`src/rtl/instruction_fetch_unit.sv`:
```
// ---------------------------------------------------------------------------
// instruction_fetch_unit
//
// Fetch stage ahead of decode. Holds the PC and issues word fetches over a
// valid/ready request channel. Responses return in request order. Fetched
// words are buffered together with their PCs and handed to decode over a
// valid/ready output channel. A redirect flushes the buffer and marks every
// in-flight fetch as stale, so that its response is dropped when it arrives.
//
// Ports
//   clk              clock; all state updates on the rising edge
//   rst              synchronous, active-high reset
//   imem_req_valid   fetch request valid
//   imem_req_ready   memory accepts the request
//   imem_req_addr    fetch address (always the current PC, word aligned)
//   imem_resp_valid  response valid (in request order)
//   imem_resp_data   fetched instruction word
//   redirect_valid   one-cycle redirect pulse from execute
//   redirect_pc      redirect target (low two bits are ignored)
//   out_valid        instruction available to decode
//   out_ready        decode consumes the instruction
//   out_instr        instruction word
//   out_pc           PC of out_instr
// ---------------------------------------------------------------------------
module instruction_fetch_unit #(
   parameter logic [63:0] RESET_PC = 64'h0,
   parameter int          DEPTH    = 2
) (
   input  logic        clk,
   input  logic        rst,
   output logic        imem_req_valid,
   input  logic        imem_req_ready,
   output logic [63:0] imem_req_addr,
   input  logic        imem_resp_valid,
   input  logic [31:0] imem_resp_data,
   input  logic        redirect_valid,
   input  logic [63:0] redirect_pc,
   output logic        out_valid,
   input  logic        out_ready,
   output logic [31:0] out_instr,
   output logic [63:0] out_pc
);

   localparam int AW = $clog2(DEPTH);
   localparam int CW = AW + 1;
   localparam logic [CW+1:0] DEPTH_W = (CW+2)'(DEPTH);

   // Architectural state
   logic [63:0]   pc_reg;
   logic [CW-1:0] count_reg;
   logic [CW-1:0] inflight_reg;
   logic [CW-1:0] stale_reg;
   logic [AW-1:0] buf_head_reg;
   logic [AW-1:0] buf_tail_reg;
   logic [AW-1:0] pend_head_reg;
   logic [AW-1:0] pend_tail_reg;
   logic [31:0]   last_instr_reg;
   logic [63:0]   last_pc_reg;

   // Storage (no reset needed; validity is tracked by the counters)
   logic [31:0]   buf_instr [DEPTH];
   logic [63:0]   buf_pc    [DEPTH];
   logic [63:0]   pend_pc   [DEPTH];

   logic [CW+1:0] occupancy;
   logic          credit_ok;
   logic          req_fire;
   logic          resp_stale;
   logic          resp_live;
   logic          push;
   logic          pop;
   logic          unused_bits;

   // Every slot that may still produce or hold an instruction consumes a
   // credit, including responses that will be thrown away.
   assign occupancy = (CW+2)'(inflight_reg) + (CW+2)'(stale_reg) + (CW+2)'(count_reg);
   assign credit_ok = occupancy < DEPTH_W;

   assign imem_req_valid = !rst && credit_ok && !redirect_valid;
   assign imem_req_addr  = pc_reg;
   assign req_fire       = imem_req_valid && imem_req_ready;

   // Stale responses are consumed first; a response with nothing
   // outstanding is ignored.
   assign resp_stale = imem_resp_valid && (stale_reg != '0);
   assign resp_live  = imem_resp_valid && (stale_reg == '0) && (inflight_reg != '0);
   assign push       = resp_live && !redirect_valid;

   assign out_valid = (count_reg != '0);
   assign pop       = out_valid && out_ready;
   // When empty, the last word presented to decode stays on the outputs.
   assign out_instr = out_valid ? buf_instr[buf_head_reg] : last_instr_reg;
   assign out_pc    = out_valid ? buf_pc[buf_head_reg]    : last_pc_reg;

   assign unused_bits = ^redirect_pc[1:0];

   // Data storage writes
   always_ff @(posedge clk) begin
      if (push) begin
         buf_instr[buf_tail_reg] <= imem_resp_data;
         buf_pc[buf_tail_reg]    <= pend_pc[pend_head_reg];
      end
      if (req_fire) begin
         pend_pc[pend_tail_reg] <= pc_reg;
      end
   end

   // Control state
   always_ff @(posedge clk) begin
      if (rst) begin
         pc_reg         <= RESET_PC;
         count_reg      <= '0;
         inflight_reg   <= '0;
         stale_reg      <= '0;
         buf_head_reg   <= '0;
         buf_tail_reg   <= '0;
         pend_head_reg  <= '0;
         pend_tail_reg  <= '0;
         last_instr_reg <= '0;
         last_pc_reg    <= '0;
      end else begin
         if (out_valid) begin
            last_instr_reg <= buf_instr[buf_head_reg];
            last_pc_reg    <= buf_pc[buf_head_reg];
         end
         if (redirect_valid) begin
            // Everything outstanding becomes stale, minus whichever response
            // lands in this very cycle (it is dropped here).
            pc_reg        <= {redirect_pc[63:2], 2'b00};
            count_reg     <= '0;
            buf_head_reg  <= '0;
            buf_tail_reg  <= '0;
            pend_head_reg <= '0;
            pend_tail_reg <= '0;
            inflight_reg  <= '0;
            stale_reg     <= stale_reg + inflight_reg - CW'(resp_live) - CW'(resp_stale);
         end else begin
            if (req_fire) begin
               pc_reg        <= pc_reg + 64'd4;
               pend_tail_reg <= pend_tail_reg + AW'(1);
            end
            if (resp_live) begin
               pend_head_reg <= pend_head_reg + AW'(1);
            end
            if (push) begin
               buf_tail_reg <= buf_tail_reg + AW'(1);
            end
            if (pop) begin
               buf_head_reg <= buf_head_reg + AW'(1);
            end
            count_reg    <= count_reg + CW'(push) - CW'(pop);
            inflight_reg <= inflight_reg + CW'(req_fire) - CW'(resp_live);
            stale_reg    <= stale_reg - CW'(resp_stale);
         end
      end
   end

endmodule

```
`config.mk`:
```
export PLATFORM = sky130hd
export DESIGN_NAME = instruction_fetch_unit
export DESIGN_NICKNAME = d
export VERILOG_FILES = /design/src/rtl/instruction_fetch_unit.sv
export SDC_FILE = /design/constraint.sdc
export NUM_CORES = 1
export LEC_CHECK = 0
export ABC_AREA = 1
export CORE_UTILIZATION = 35
export DETAILED_ROUTE_END_ITERATION = 16
export PLACE_DENSITY_LB_ADDON = 0.08
export SLEW_MARGIN = 25
export SYNTH_ARGS = -nofsm -noshare
export SYNTH_HDL_FRONTEND = slang
export SYNTH_SLANG_ARGS = --single-unit
```
`constraint.sdc`:
```
create_clock -name clk -period 13.6 [get_ports clk]
set_input_delay 2.04 -clock clk [delete_from_list [all_inputs] [get_ports clk]]
set_output_delay 2.04 -clock clk [all_outputs]
set_load 0.02 [all_outputs]
```
==> run metrics <==
Register Area 12,800 um2; Row Count 86; RSZ-0062 raised after global routing no; Initial Utilization 0.357; CP arrival 4310 ps; total congestion overflow 0; DIE WIDTH 240 um; biggest registers after layout buf_pc: 124 flops, pend_pc: 124 flops; Yosys cell types 39; root buffer cell clkbuf_16; Avg Vias per Cell 4.91; DRT Wirelength 57.7 mm; post-synthesis sequential area ratio 0.645; Worst Tran Pin Value 909 ps; CP Launch Type input pin; pins over their slew limit 0; Critical Path RT 11,560 ps; crit path max fanout 55; Synth warnings 0; Worst-path clk slew 60 ps; async set-reset flop share out of synthesis 0; Worst slew margin 0.394; Num CTS Buffers 53; post_cts resized 0; routability cong. 0.904; CTS Buffer Depth 3; post-synthesis cell area 19,800 um2; setup TNS 0 ps; maximum VDD drop 0.0000774 V; Yosys reg bits 482; multi-input logic area 6200 um2; Power Dens Cells 127 nW/um2; Syn Inst Count 1,905; 1st-pass router iterations 5; final clock skew 18.0 ps; die area 57,500 um2; largest net degree at the start of global routing 78; final setup vio count 0; post-synth top area cell edfxtp_1; Die Ht 240 um; Hold WC Path Type reg2reg; CTS Hold Bufs 0; Static Leakage 8.89 nW; FF-to-FF Start stale_reg[1]; top post-synthesis cells by area edfxtp_1 (47%), dfxtp_1 (17%), nand2_1 (7.4%); initial antenna violation count 1; port bufs 259; critical path class in2out; final core occ 0.445; critical path capture point imem_req_valid; ANT cells 0; Clock Sinks 482; # fillers 5,381; first-pass GRT wire length 86.3 mm; Most used DFF post-synth edfxtp_1; Final Instance Area 24,700 um2; layout cells sized above 1 0.0827; HP Start last_pc_reg[1]; status completed; Reg2Reg Depth 10; min Tclk post-route 6350 ps; endpoint class of the critical path output port; fin worst setup slack 7250 ps; CTS tree built; HPWL after DPL 36.4 mm; via count 14,400; Worst Setup SP rst; I/O pin cnt 264; Post-synth EDFFs 312; core area 55,500 um2; placed cell count 2,843; vias in the first global route 14,000; worst skew pair latency 590 ps; top-area cell type share of the netlist area 0.473; R2R setup slack 9550 ps; capturing point of the worst reg2reg path pend_pc[1][44]; Area Growth Syn to Fin 24.8%; DRT antenna net count 0; Fin. Hold Viols 0; Setup Fix Bufs, Post-CTS 0; hold slack 445 ps; Overall Power 3.14 mW; setup slack after placement 7300 ps; DR WL/cell 19.7 um; fmax 157 MHz; htree depth 2; number of nets in the layout 2,265; placed cell area 23,100 um2; DR iter-0 viols 956; Avg Cell Area, Syn 10.4 um2; total track usage 0.201; Tcrit/Tclk final 0.467; max_cap viols 0; remaining routing DRC violations 0; final cell count without fillers 2,936
==> final cells by class <==
class,count,area share
Clock inverter,17,0.00420
Timing Repair Buffer,277,0.111
Clock buffer,75,0.0591
Inverter,126,0.0194
Multi-Input combinational cell,1211,0.251
Sequential cell,482,0.517
Tap cell,748,0.0379
==> cell usage after synthesis, types with 2 or more instances <==
master      n
nand4_1     6
xor2_1     16
nand3_1    57
and2_1     96
a21oi_1   235
nor2_2      5
o21a_1      2
nand3b_1    4
clkbuf_1   56
edfxtp_1  312
o21ai_0    33
or2_2       4
nor2_4      4
buf_6       3
inv_2       4
o21ai_1    18
a31oi_1    18
nor3_1      8
buf_4       6
a22oi_1     3
buf_1       5
nand2_1   390
o211ai_1    3
mux2_2     62
nand2_2     4
inv_1     121
xnor2_1     9
dfxtp_1   170
nor2_1    215
ha_1        9
buf_2      17
fa_1        3
==> logic make-up (layout without fill, tap and decap cells) <==
kind of cell,after synthesis,count (layout),synth area share
AO/OA/AOI/OAI,313,313,0.0814
XOR/XNOR,25,25,0.0111
adder cells (fa/ha/maj),12,12,0.00872
buffers and inverters,213,495,0.0440
flip-flops,482,482,0.645
multiplexers,62,62,0.0353
other,1,2,0.000189
AND/OR/NAND/NOR,797,797,0.174
==> power breakdown <==
part / switching, mW / total, mW / internal [mW]
clock network: 0.566 / 1.32 / 0.757
registers: 0.0384 / 1.62 / 1.58
logic: 0.106 / 0.190 / 0.0845
total: 0.710 / 3.14 / 2.43
==> layout by cell type (no fill, tap or decap), types with 5 or more instances in the layout <==
| cell type | n |
|---|---|
| nor2_1 | 210 |
| a21oi_1 | 235 |
| edfxtp_1 | 312 |
| clkbuf_16 | 53 |
| nor3_1 | 8 |
| xor2_1 | 16 |
| a31oi_1 | 18 |
| nand3_1 | 57 |
| nor2_2 | 5 |
| o21ai_1 | 18 |
| inv_1 | 120 |
| nor2_4 | 9 |
| clkdlybuf4s50_1 | 257 |
| nand2_1 | 390 |
| clkbuf_8 | 5 |
| clkbuf_1 | 17 |
| o21ai_0 | 33 |
| clkinv_2 | 6 |
| nand4_1 | 6 |
| and2_1 | 96 |
| buf_4 | 16 |
| mux2_2 | 62 |
| dfxtp_1 | 168 |
| xnor2_1 | 9 |
| clkinv_1 | 10 |
| ha_1 | 9 |
==> layer usage <==
layer | GRT usage | up-vias | part of all wire
li1 | - | 6898 | -
met1 | 0.270 | 7036 | 0.45
met2 | 0.331 | 386 | 0.47
met3 | 0.0376 | 88 | 0.060
met4 | 0.0513 | 2 | 0.021
met5 | 0 | - | 0.00023
==> worst min-delay path by stage <==
| stage | endpoint | slack, ps | depth (start not counted) |
|---|---|---|---|
| after floorplan | last_pc_reg[0] | 420 | 2 |
| after global placement | last_pc_reg[0] | 430 | 2 |
| after detailed placement | last_pc_reg[1] | 440 | 2 |
| after CTS | last_pc_reg[1] | 440 | 2 |
| after global routing | last_pc_reg[1] | 470 | 2 |
| final | last_pc_reg[1] | 450 | 2 |
==> critical path, cell delays in order <==
cell	delay (ps)
buf_2	80
buf_4	570
inv_6	370
nand2_4	380
nor2_1	130
clkdlybuf4s50_1	560
Power figures use the tool's default switching activity.
==> RTL edit 1 (same flow settings) <==
`DEPTH`: 2 -> 4.
--- a/src/rtl/instruction_fetch_unit.sv
+++ b/src/rtl/instruction_fetch_unit.sv
@@ -24,7 +24,7 @@
 // ---------------------------------------------------------------------------
 module instruction_fetch_unit #(
    parameter logic [63:0] RESET_PC = 64'h0,
-   parameter int          DEPTH    = 2
+   parameter int          DEPTH    = 4
 ) (
    input  logic        clk,
    input  logic        rst,
Formal check against the unedited RTL: not equivalent (Yosys sat finds a counterexample within 4 cycles, from zero or initial values and one cycle with rst high).
==> RTL edit 1 against the unedited design <==
  * Setup slack better by 0.040 ns
  * Synthesized area is 64% higher
  * Synthesized cell count increased by 57%
  * Sequential cell count grew 321
  * Final area grew 59%
  * Power up 70%
  * Die area up 64%
  * Routed wire length rose by 60%
==> RTL edit 1: results (changes against the unedited design) <==
* Worst hold start: last_pc_reg[0]$_SDFF_PP0_ (was last_pc_reg[1]$_SDFF_PP0_)
* Share of layout cells above drive strength 1 at 6.10% (was 8.27%)
* Hold Path Sink: last_pc_reg[0]$_SDFF_PP0_ (was last_pc_reg[1]$_SDFF_PP0_)
* Gr usage total at 19.4% (was 20.1%)
* CTS Buf Count at 89 (was 53)
* Placed instance area at 0.0363 mm^2 (was 0.0231 mm^2)
* Seq/total area at 56.9% (was 51.7%)
* Starting Density at 35.4% (was 35.7%)
* R2R Setup Slk at 9.62 ns (was 9.55 ns)
* Reg2reg end: pend_pc[0][43]$_DFFE_PP_ (was pend_pc[1][44]$_DFFE_PP_)
* Clk Latency, worst-skew pair at 0.64 ns (was 0.59 ns)
* Commonest cells in the netlist: edfxtp_1, nand2_1, nor2_1 (was nand2_1, edfxtp_1, a21oi_1)
* Switch share at 21.7% (was 22.6%)
* Post-Route WL at 92300 um (was 57700 um)
* Fillers at 8682 (was 5381)
* Clock network area share at 7.47% (was 6.33%)
* Sequential cell count at 803 (was 482)
* Non-clock buffers at 292 (was 277)
* Gate Count Post-Synth at 2983 (was 1905)
* Pin count of the biggest net entering global routing at 122 (was 78)
* Number of global-route vias before repair at 22200 (was 14000)
* CP peak stage delay at 0.84 ns (was 0.57 ns)
* First-pass GRT wire length at 137000 um (was 86300 um)
* Synth Area in XOR/XNOR at 1.53% (was 1.11%)
* Htree depth at 3 (was 2)
* Placed Cells at 4351 (was 2843)
* Setup WS pre-CTS at 7.57 ns (was 7.30 ns)
* Drt via density at 5.00 (was 4.91)
* Outcome: completed (unchanged)
* DPL Wire Length at 56700 um (was 36400 um)
* Post-synth EDFFs at 624 (was 312)
* Tcrit/Tclk final at 46.4% (was 46.7%)
* Net Switching at 0.00116 W (was 0.000710 W)
* Mux cell area share after synthesis at 0% (was 3.53%)
* Reg-to-Reg Start: count_reg[1]$_SDFF_PP0_ (was stale_reg[1]$_SDFF_PP0_)
* Crit Path Max Fanout at 121 (was 55)
* Post-synthesis sequential area ratio at 68.6% (was 64.5%)
* Top Registers: buf_pc: 248 flops, pend_pc: 248 flops, buf_instr: 128 flops (was buf_pc: 124 flops, pend_pc: 124 flops)
* Number of non-clock inverters at 97 (was 126)
* Wire length on met2 at 42300 um (was 27200 um)
==> RTL edit 1: changes by cell type in the layout (fill, tap and decap cells not counted), moves of 39 or more <==
| cell | change |
|---|---|
| o32ai_1 | +94 |
| clkbuf_16 | +39 |
| and2_1 | -95 |
| mux2_2 | -62 |
| o21ai_0 | +205 |
| a21oi_1 | -78 |
| nand2_1 | +197 |
| o22ai_1 | +62 |
| nor2_1 | +359 |
| edfxtp_1 | +312 |
==> RTL edit 1: worst register-to-register path: stages, from the launching register on <==
cell      delay, ns
dfxtp_1        0.47
inv_1          0.11
fa_1           0.51
a21oi_1        0.18
fa_1           0.48
a211oi_4       0.26
nand3_2        0.09
buf_4          0.37
nor2_4         0.25
buf_4          0.77
==> RTL edit 1: logic make-up after synthesis <==
group,Yosys count
adders and majority gates,27
xor gates and xnor gates,57
AOI/OAI and AO/OA,560
and+or+nand+nor,1271
DFF,803
buffers and inverters,264
other,1
==> RTL edit 2 (same flow settings) <==
Without the edit above. Reset style: asynchronous (`rst`), changed in one clocked block. Comments in the files are not updated.
--- a/src/rtl/instruction_fetch_unit.sv
+++ b/src/rtl/instruction_fetch_unit.sv
@@ -106,7 +106,7 @@
    end
 
    // Control state
-   always_ff @(posedge clk) begin
+   always_ff @(posedge clk or posedge rst) begin
       if (rst) begin
          pc_reg         <= RESET_PC;
          count_reg      <= '0;
Check against the original RTL: differs if rst is asserted again (counterexample within 4 cycles, from zero or initial values and one cycle with rst high); with rst held inactive, the same outputs for 4 cycles.
==> RTL edit 2 against the unedited design <==
  * Cell count rose by 1.5%
  * Clock skew up 0.011 ns
  * Sequential cell count is 2 lower
  * Synthesized area up 0.56%
  * Final area is 1.8% higher
  * Setup slack better by 0.11 ns
  * Critical path type unchanged
  * Global-route usage is 1.2 points higher
  * Synthesized cell count up 1.0%
  * Worst hold slack better by 0.040 ns
  * Register-to-register slack improved by 0.13 ns
  * Die area rose by 0.56%
  * Routed wire length grew 6.3%
Power is not compared: it rests on default switching activity, and its combinational part moved more than twofold at a synthesized area within 25%.
==> RTL edit 2: results (changes against the unedited design) <==
* Outcome: completed (unchanged)
* Max Clock Freq at 160 MHz (was 157 MHz)
* Slew margin rel. at 33.1% (was 39.4%)
* Placed Cells at 2881 (was 2843)
* Crit Path Max Fanout at 76 (was 55)
* Post-synthesis sequential area ratio at 68.2% (was 64.5%)
* Reg-to-Reg Start: count_reg[1]$_DFF_PP0_ (was stale_reg[1]$_SDFF_PP0_)
* Post-synth ARST share at 35.0% (was 0%)
* First-pass GRT wire length at 90100 um (was 86300 um)
* Number of global-route vias before repair at 14100 (was 14000)
* Drt via density at 4.81 (was 4.91)
* Hold_ws at 0.486 ns (was 0.445 ns)
* DRT iter0 DRCs at 875 (was 956)
* Fin nets at 2295 (was 2265)
* Placed instance area at 0.0233 mm^2 (was 0.0231 mm^2)
* Setup WS pre-CTS at 7.35 ns (was 7.30 ns)
* Clk Latency, worst-skew pair at 0.62 ns (was 0.59 ns)
* Synth cell types at 36 (was 39)
* DPL Wire Length at 39200 um (was 36400 um)
* CP peak stage delay at 0.64 ns (was 0.57 ns)
* Wirelength per Cell at 20.6 um (was 19.7 um)
* Mean Syn Cell Area at 10.3 um^2 (was 10.4 um^2)
* Placer Congestion at 0.843 (was 0.904)
* Share of layout cells above drive strength 1 at 5.48% (was 8.27%)
* Commonest cells in the netlist: nand2_1, edfxtp_1, nor2_1 (was nand2_1, edfxtp_1, a21oi_1)
* Worst hold start: last_pc_reg[0]$_DFF_PP0_ (was last_pc_reg[1]$_SDFF_PP0_)
* WP data arrival at 4.20 ns (was 4.31 ns)
* Gr usage total at 21.3% (was 20.1%)
* Most area-consuming cells after synthesis: edfxtp_1, dfrtp_1, nand2_1 (was edfxtp_1, dfxtp_1, nand2_1)
-- RTL edit 2: layout make-up --
class | instances | area [um^2]
clock buffer | 80 | 1580
multi-input combinational | 1248 | 5580
sequential | 480 | 13600
inverter | 122 | 473
timing repair buffer | 276 | 2750
clock inverter | 19 | 250
fill | 5373 | 31100
tap | 756 | 946
-- RTL edit 2: layer usage --
layer	GRT usage, %	wire, um	vias to the layer above	share of wire, %
met2	35.6	29800	351	49
li1	-	-	6898	-
met1	28.3	27200	7024	44
met4	5.87	1290	0	2.1
met5	0	0	-	0
met3	3.65	2990	73	4.9
-- RTL edit 2: power breakdown --
group          switching [W]  total (W)  internal, W
clock network       0.000598    0.00149     0.000895
logic               0.000991    0.00165     0.000654
registers           0.000159    0.00198      0.00182
-- RTL edit 2: cells by family after synthesis --
group / count (synthesis) / synth area share (%)
other cells: 1 / 0.0188
buf+inv: 198 / 3.95
compound gates: 261 / 7.03
simple gates: 942 / 18.6
xor+xnor: 31 / 1.36
fa+ha+maj: 12 / 0.867
flops: 480 / 68.2
